$ cat config.mk
export PLATFORM = sky130hd
export DESIGN_NAME = unv_shift_n
export DESIGN_NICKNAME = d
export VERILOG_FILES = /design/src/rtl/unv_shift_n.sv
export SDC_FILE = /design/constraint.sdc
export NUM_CORES = 1
export LEC_CHECK = 0
export CAP_MARGIN = 20
export CORE_MARGIN = 1
export CORE_UTILIZATION = 51
export DETAILED_ROUTE_END_ITERATION = 7
export PLACE_DENSITY = 0.81
export SYNTH_ARGS = -nofsm -noshare
export SYNTH_HDL_FRONTEND = slang
export SYNTH_SLANG_ARGS = --single-unit
$ cat constraint.sdc
create_clock -name in_clk -period 1.6 [get_ports in_clk]
set_input_delay 0.48 -clock in_clk [delete_from_list [all_inputs] [get_ports in_clk]]
set_output_delay 0.48 -clock in_clk [all_outputs]
set_load 0.05 [all_outputs]
$ cat src/rtl/unv_shift_n.sv
// Universal shift register with single-step and counted multi-step commands.
// A two-state IDLE/RUN controller repeats a latched shift/rotate mode for in_cnt edges.
module unv_shift_n #(
   parameter int WIDTH = 8,
   parameter int CNT_W = 4
) (
   input  logic             in_clk,
   input  logic             in_rst,
   input  logic [WIDTH-1:0] in_l,
   input  logic             in_sir,
   input  logic             in_sil,
   input  logic [2:0]       in_m,
   input  logic             in_en,
   input  logic             in_start,
   input  logic [CNT_W-1:0] in_cnt,
   output logic [WIDTH-1:0] o_q,
   output logic             o_sor,
   output logic             o_sol,
   output logic             o_busy,
   output logic             o_done
);

   localparam logic [2:0] M_HOLD = 3'b000;
   localparam logic [2:0] M_SHR  = 3'b001;
   localparam logic [2:0] M_SHL  = 3'b010;
   localparam logic [2:0] M_LOAD = 3'b011;
   localparam logic [2:0] M_ROR  = 3'b100;
   localparam logic [2:0] M_ROL  = 3'b101;
   localparam logic [2:0] M_ASR  = 3'b110;

   typedef enum logic {IDLE, RUN} state_t;

   state_t           state;
   logic [WIDTH-1:0] q;
   logic [CNT_W-1:0] rem;
   logic [2:0]       mode_r;
   logic             busy;
   logic             done;
   logic             start_ok;

   // One step of any mode; the reserved encoding falls through to hold.
   function automatic logic [WIDTH-1:0] step_fn(input logic [2:0]       mode,
                                                input logic [WIDTH-1:0] cur,
                                                input logic             sir,
                                                input logic             sil,
                                                input logic [WIDTH-1:0] ld);
      logic [WIDTH-1:0] nxt;
      // NOTE: nxt gets a value before the case so no path leaves it unassigned.
      nxt = cur;
      case (mode)
         M_SHR:   nxt = {sir, cur[WIDTH-1:1]};
         M_SHL:   nxt = {cur[WIDTH-2:0], sil};
         M_LOAD:  nxt = ld;
         M_ROR:   nxt = {cur[0], cur[WIDTH-1:1]};
         M_ROL:   nxt = {cur[WIDTH-2:0], cur[WIDTH-1]};
         M_ASR:   nxt = {cur[WIDTH-1], cur[WIDTH-1:1]};
         default: nxt = cur;
      endcase
      return nxt;
   endfunction

   // Only the repeatable modes with a non-zero count enter RUN.
   assign start_ok = (in_cnt != '0) &&
                     (in_m inside {M_SHR, M_SHL, M_ROR, M_ROL, M_ASR});

   // NOTE: sequential state uses non-blocking assignments so every register samples pre-edge values.
   always_ff @(posedge in_clk or posedge in_rst) begin
      if (in_rst) begin
         state  <= IDLE;
         q      <= '0;
         rem    <= '0;
         mode_r <= M_HOLD;
         busy   <= 1'b0;
         done   <= 1'b0;
      end else begin
         done <= 1'b0;
         if (state == IDLE) begin
            if (in_start) begin
               if (start_ok) begin
                  mode_r <= in_m;
                  rem    <= in_cnt;
                  state  <= RUN;
                  busy   <= 1'b1;
               end else begin
                  if (in_m == M_LOAD) q <= in_l;
                  done <= 1'b1;
               end
            end else if (in_en) begin
               q <= step_fn(in_m, q, in_sir, in_sil, in_l);
            end
         end else begin
            q   <= step_fn(mode_r, q, in_sir, in_sil, in_l);
            rem <= rem - CNT_W'(1);
            if (rem == CNT_W'(1)) begin
               state <= IDLE;
               busy  <= 1'b0;
               done  <= 1'b1;
            end
         end
      end
   end

   assign o_q    = q;
   assign o_sor  = q[0];
   assign o_sol  = q[WIDTH-1];
   assign o_busy = busy;
   assign o_done = done;

endmodule

== Word-level counts from Yosys, hierarchy flattened ==
Index checks and enable logic that the tools add are counted.
W data, S select, Z words.

* Bits in registers: 18
* Bits of input ports: 21
* Output and inout bits: 12
* Word-level logic and storage cells: 64

* Add/sub/neg operators: 1
* Equality and inequality tests: 20
* Muxes and demuxes: 22
* Bitwise gates (word level): 1
* Reduce and logical (&&, ||, !) cells: 13

{| class="wikitable"
|+ Operator list
! operator !! count
|-
| $pmux W8 S6 || 2
|-
| $mux W8 || 5
|-
| $eq A3 B3 Y1 const B || 6
|-
| $eq A3 B2 Y1 const B || 4
|-
| $mux W1 || 12
|-
| $mux W4 || 3
|-
| $ne A7 B1 Y1 const B || 1
|-
| $reduce_and A7 Y1 || 1
|-
| $reduce_bool A7 Y1 || 1
|-
| $eq A3 B1 Y1 const B || 2
|-
| $ne A3 B3 Y1 const B || 2
|-
| $ne A6 B1 Y1 const B || 1
|-
| $reduce_and A3 Y1 || 2
|-
| $reduce_bool A6 Y1 || 1
|-
| $reduce_and A5 Y1 || 1
|-
| $reduce_bool A5 Y1 || 1
|-
| $eq A4 B1 Y1 const B || 1
|-
| $reduce_bool A2 Y1 || 2
|-
| $reduce_bool A4 Y1 || 1
|-
| $sub A4 B1 Y4 const B || 1
|-
| $ne A3 B1 Y1 const B || 1
|-
| $reduce_bool A3 Y1 || 1
|-
| $ne A2 B1 Y1 const B || 1
|-
| $ne A2 B2 Y1 const B || 1
|-
| 3 further kinds || 3
|}

== Longest topological paths before layout ==
* Depth in word-level cells: 6
* Gate-level depth with buffers: 7
* Depth with buffers taken out: 5

== Worst setup path before layout ==
No wires, ideal clock.

* Kind: input -> register
* Start point: input port in_cnt[2]
* End point: register rem[1]
* Library setup time: 128 ps
* Arrival: 1602 ps
* Data required time: 1472 ps
* Setup slack: -130 ps
* Stages on the path: 5
* Path buffers: 0
* Cell sequence: or4_4 -> nand4_4 -> mux2_2 -> nand2_1 -> o21ai_0

* Longest elaborated chain between the ends: 4

{| class="wikitable"
|+ Ends and longest elaborated chain
! item !! line !! source
|-
| start: declaration || 15 || <nowiki>input logic [CNT_W-1:0] in_cnt,</nowiki>
|-
| $reduce_bool A4 Y1 || 63 || <nowiki>assign start_ok = (in_cnt != '0) &&</nowiki>
|-
| $logic_and A1 B1 Y1 || 63 ||
|-
| $reduce_bool A2 Y1 (no line) || - ||
|-
| $reduce_and A2 Y1 (no line) || - ||
|-
| end signal: assignment || 81 || <nowiki>rem <= in_cnt;</nowiki>
|-
| end signal: assignment || 93 || <nowiki>rem <= rem - CNT_W'(1);</nowiki>
|-
| end: declaration || 35 || <nowiki>logic [CNT_W-1:0] rem;</nowiki>
|}

Every way passes these cells.
A chain may end at the register's enable or synchronous reset.

== Worst setup path in the final report ==
* Start point: register mode_r[1]
* End point: register q[0] (netlist: o_q[0])

* Longest elaborated chain between the ends: 3
* Elaborated cells on any way between the ends: 10
* Those cells by class: eq/ne: 7; mux: 2; reduce/logical: 1

{| class="wikitable"
|+ Ends and longest elaborated chain
! item !! line !! source
|-
| start: declaration || 36 || <nowiki>logic [2:0] mode_r;</nowiki>
|-
| start signal: assignment || 80 || <nowiki>mode_r <= in_m;</nowiki>
|-
| $eq A3 B3 Y1 (tied with other cells) || 50 || <nowiki>case (mode)</nowiki>
|-
| $ne A7 B1 Y1 (no line) / $pmux W8 S6 (equally long branches) || - ||
|-
| $reduce_and A5 Y1 (no line) / $mux W8 (equally long branches) || - ||
|-
| end signal: assignment || 85 || <nowiki>if (in_m == M_LOAD) q <= in_l;</nowiki>
|-
| end signal: assignment || 89 || <nowiki>q <= step_fn(in_m, q, in_sir, in_sil, in_l);</nowiki>
|-
| end signal: assignment || 92 || <nowiki>q <= step_fn(mode_r, q, in_sir, in_sil, in_l);</nowiki>
|-
| end: declaration || 34 || <nowiki>logic [WIDTH-1:0] q;</nowiki>
|}

Parallel ways exist; a longest one is shown, timed or not.

==> metrics.md <==
| Metric | Value |
|---|---|
| Run status | `finished, violations left` |
| Failing checks | `negative setup slack` |
| Netlist cell types | `56` |
| Synth Area in XOR/XNOR | `0%` |
| # clock sinks | `18` |
| Mux cell area share after synthesis | `4.36%` |
| Fmax | `622 MHz` |
| Final WS setup | `-0.00842 ns` |
| DR vias/cell | `6.22` |
| Dominant cell type by area after synthesis | `dfrtp_1` |
| Die height | `58.1 um` |
| Sequential-to-total area share from yosys stat | `28.0%` |
| HPWL Detailed | `3400 um` |
| Most frequent cells in the layout | `32 x buf_4, 17 x a21oi_1, 15 x inv_1, 15 x dfrtp_1, 13 x nor2_1` |
| Simple-Gate Fraction of Synth Area | `19.4%` |
| Final Setup Violations | `1` |
| Max Slew Vio Count | `0` |
| Final Hold Vio Count | `0` |
| Die area | `3380 um2` |
| H-tree depth | `1` |
| # fillers | `182` |
| CTS tree | `done` |
| Largest net degree at the start of global routing | `19` |
| Io pins | `33` |
| Area Overhead vs Synth | `47.9%` |
| Number of synthesized flops with an enable pin | `0` |
| Post-route antenna net violation count | `0` |
| Final period utilization | `101%` |
| GRT Overall Usage | `30.0%` |
| Data arrival, critical path | `1.80 ns` |
| Maxcap violations | `0` |
| GP Congestion | `0.922` |
| Pleak | `0.993 nW` |
| Via Count | `1,790` |
| #FFs+latches synth | `18` |
| Final nets | `268` |
| Post-layout min period | `1.61 ns` |
| Setup WS pre-CTS | `-0.707 ns` |
| RSZ-0062 raised after global routing | `true` |
| Synth top area share | `28.0%` |
| Site Rows | `20` |
| Post-Syn Area per Cell | `8.55 um2` |
| Vias in the first global route | `1,764` |
| Final instance count without filler cells | `288` |
| Die Width | `58.1 um` |
| CTS max path bufs | `2` |
| Crit end category | `flip-flop` |
| Worst-margin pin slew | `0.408 ns` |
| Crit Path Class | `reg2reg` |
| Starting Density | `53.1%` |
| Max FO, Critical Path | `5` |
| Register clock-pin slew on the reported worst setup and hold paths | `0.12 ns` |
| Dpl cells | `283` |
| Multi-input logic area | `1110 um2` |
| DR pass1 iterations | `4` |
| Register area | `454 um2` |
| Main synth FF type | `dfrtp_1` |
| Core area | `3030 um2` |
| Post-route cell area | `2380 um2` |
| CTS root buf | `clkbuf_4` |
| Top cells by area, synth | `dfrtp_1 28%, a21oi_1 5.9%, inv_1 3.5%` |
| Final core occ | `78.6%` |
| FFs w/ async S/R, synth | `100%` |
| Largest family of logic cells by synthesized area | `compound AO/OA/AOI/OAI gates` |
| CTS Buf Count | `3` |
| Largest stage delay, worst path | `0.45 ns` |
| Placed Area | `2240 um2` |
| Slowest-stage cell, CP | `dfrtp_2` |
| Mapped Area | `1610 um2` |
| Most common cell after layout, fill and taps aside | `buf_4` |
| Cells after synthesis | `188` |
| WL final | `5440 um` |
| N_diodes | `0` |
| Net count after synthesis | `211` |
| Clock Latency Late Sink | `0.30 ns` |
| VDD IR max | `1.14 mV` |
| CP Launch Type | `flip-flop` |
| First-pass GRT wire length | `7800 um` |
| Port-buffer cells | `32` |
| GRT overflow | `0` |
| DRC | `0` |
| Warnings, synthesis | `0` |
| Req. time, crit path | `1.79 ns` |
| Crit-path cells | `nor2b_2 > buf_4 > a221oi_2 > a31oi_1 > o21ai_0 > o22ai_1` |
| 1st-iter DRT viols | `131` |
| Antenna violations before repair | `0` |
| Path type of the worst min-delay path | `in2async` |
| Hold-fix buffers at CTS | `0` |
| Skew final | `0.00826 ns` |
| Synth Area in Compound Gates | `35.5%` |
| Synth Area in Adders | `1.56%` |
| Share of cells above drive strength 1 | `38.1%` |
| DR WL/cell | `18.9 um` |
| Pwr dens | `2100 nW/um2` |
| Slew headroom | `72.8%` |
## kinds of logic after synthesis
kind of cell,after synthesis
buffers and inverters,30
adder cells (fa/ha/maj),2
multiplexers,6
AND/OR/NAND/NOR,54
AO/OA/AOI/OAI,78
flip-flops,18
## synthesized netlist by cell type (2+ instances only)
| library cell | number |
|---|---|
| a21oi_1 | 19 |
| a221oi_1 | 3 |
| a31oi_1 | 3 |
| buf_2 | 5 |
| buf_4 | 3 |
| buf_6 | 4 |
| clkbuf_8 | 2 |
| dfrtp_1 | 18 |
| ha_1 | 2 |
| inv_1 | 15 |
| mux2_2 | 3 |
| nand2_1 | 12 |
| nand3_1 | 4 |
| nor2_1 | 14 |
| nor2b_1 | 4 |
| nor3b_1 | 6 |
| o211ai_1 | 4 |
| o21a_1 | 7 |
| o21ai_0 | 10 |
| o221ai_1 | 5 |
| o22ai_1 | 6 |
| o311ai_1 | 5 |
## state kept, by name, summed over array words and instances (netlist names)
signal and count:
o_busy 1, rem 4, state 1, mode_r 3, o_done 1, o_q 8
## path summary, 6_finish.rpt
path	startpoint	to	slack (ns)	cells past startpoint
setup / recovery	mode_r[1]$_DFFE_PP0P_	o_q[0]$_DFFE_PP0P_	-0.008	6
hold / removal	in_rst	mode_r[2]$_DFFE_PP0P_	0.48	3
setup reg to reg	mode_r[1]$_DFFE_PP0P_	o_q[0]$_DFFE_PP0P_	-0.008	6
hold reg to reg	rem[3]$_DFFE_PP0P_	rem[3]$_DFFE_PP0P_	0.58	2
max in group asynchronous	in_rst	mode_r[1]$_DFFE_PP0P_	0.90	3
min in group in_clk	rem[3]$_DFFE_PP0P_	rem[3]$_DFFE_PP0P_	0.58	2
## worst max-delay path: cells and delay by family (launching register included)
| family | cells | cell delay (ns) |
|---|---|---|
| AOI/OAI and AO/OA | 4 | 0.69 |
| buffers and inverters | 1 | 0.16 |
| and+or+nand+nor | 1 | 0.19 |
| DFF | 1 | 0.45 |
## timing repair
action	in CTS	in global routing
resized for setup	17	31
endpoints found under the setup margin	18	12
cloned	1	0
pin swaps	8	14
setup buffers	0	1
## final cells by class
type | count | area share [%]
sequential | 18 | 19.1
inverter | 16 | 2.52
tap | 44 | 2.31
multi-input combinational | 141 | 46.6
timing repair buffer | 65 | 28.0
clock buffer | 4 | 1.53
## metrics by stage
stage	setup TNS [ns]	total power, mW	hold slack [ns]
2_1_floorplan	-0.151	3.06	0.419
3_3_place_gp	-9.52	4.16	0.526
3_5_place_dp	-10.51	4.27	0.563
4_1_cts	-0.0275	4.61	0.481
5_1_grt	-0.327	5.26	0.530
6_report	-0.00842	5.00	0.477
## per-layer routing
metal  global-route usage, %  vias to the layer above  part of all wire (%)
met5                       0                        -                     0
met1                    39.5                      851                    39
met4                    15.0                        0                   3.2
met2                    48.9                      103                    51
met3                    3.13                       23                   6.7
li1                        -                      813                     -
## power breakdown
group | switching [mW] | total (mW) | internal [mW]
clock network | 0.155 | 0.294 | 0.139
logic | 1.90 | 3.57 | 1.67
registers | 0.437 | 1.14 | 0.698
total | 2.50 | 5.00 | 2.50
(Power assumes the default switching activity.)
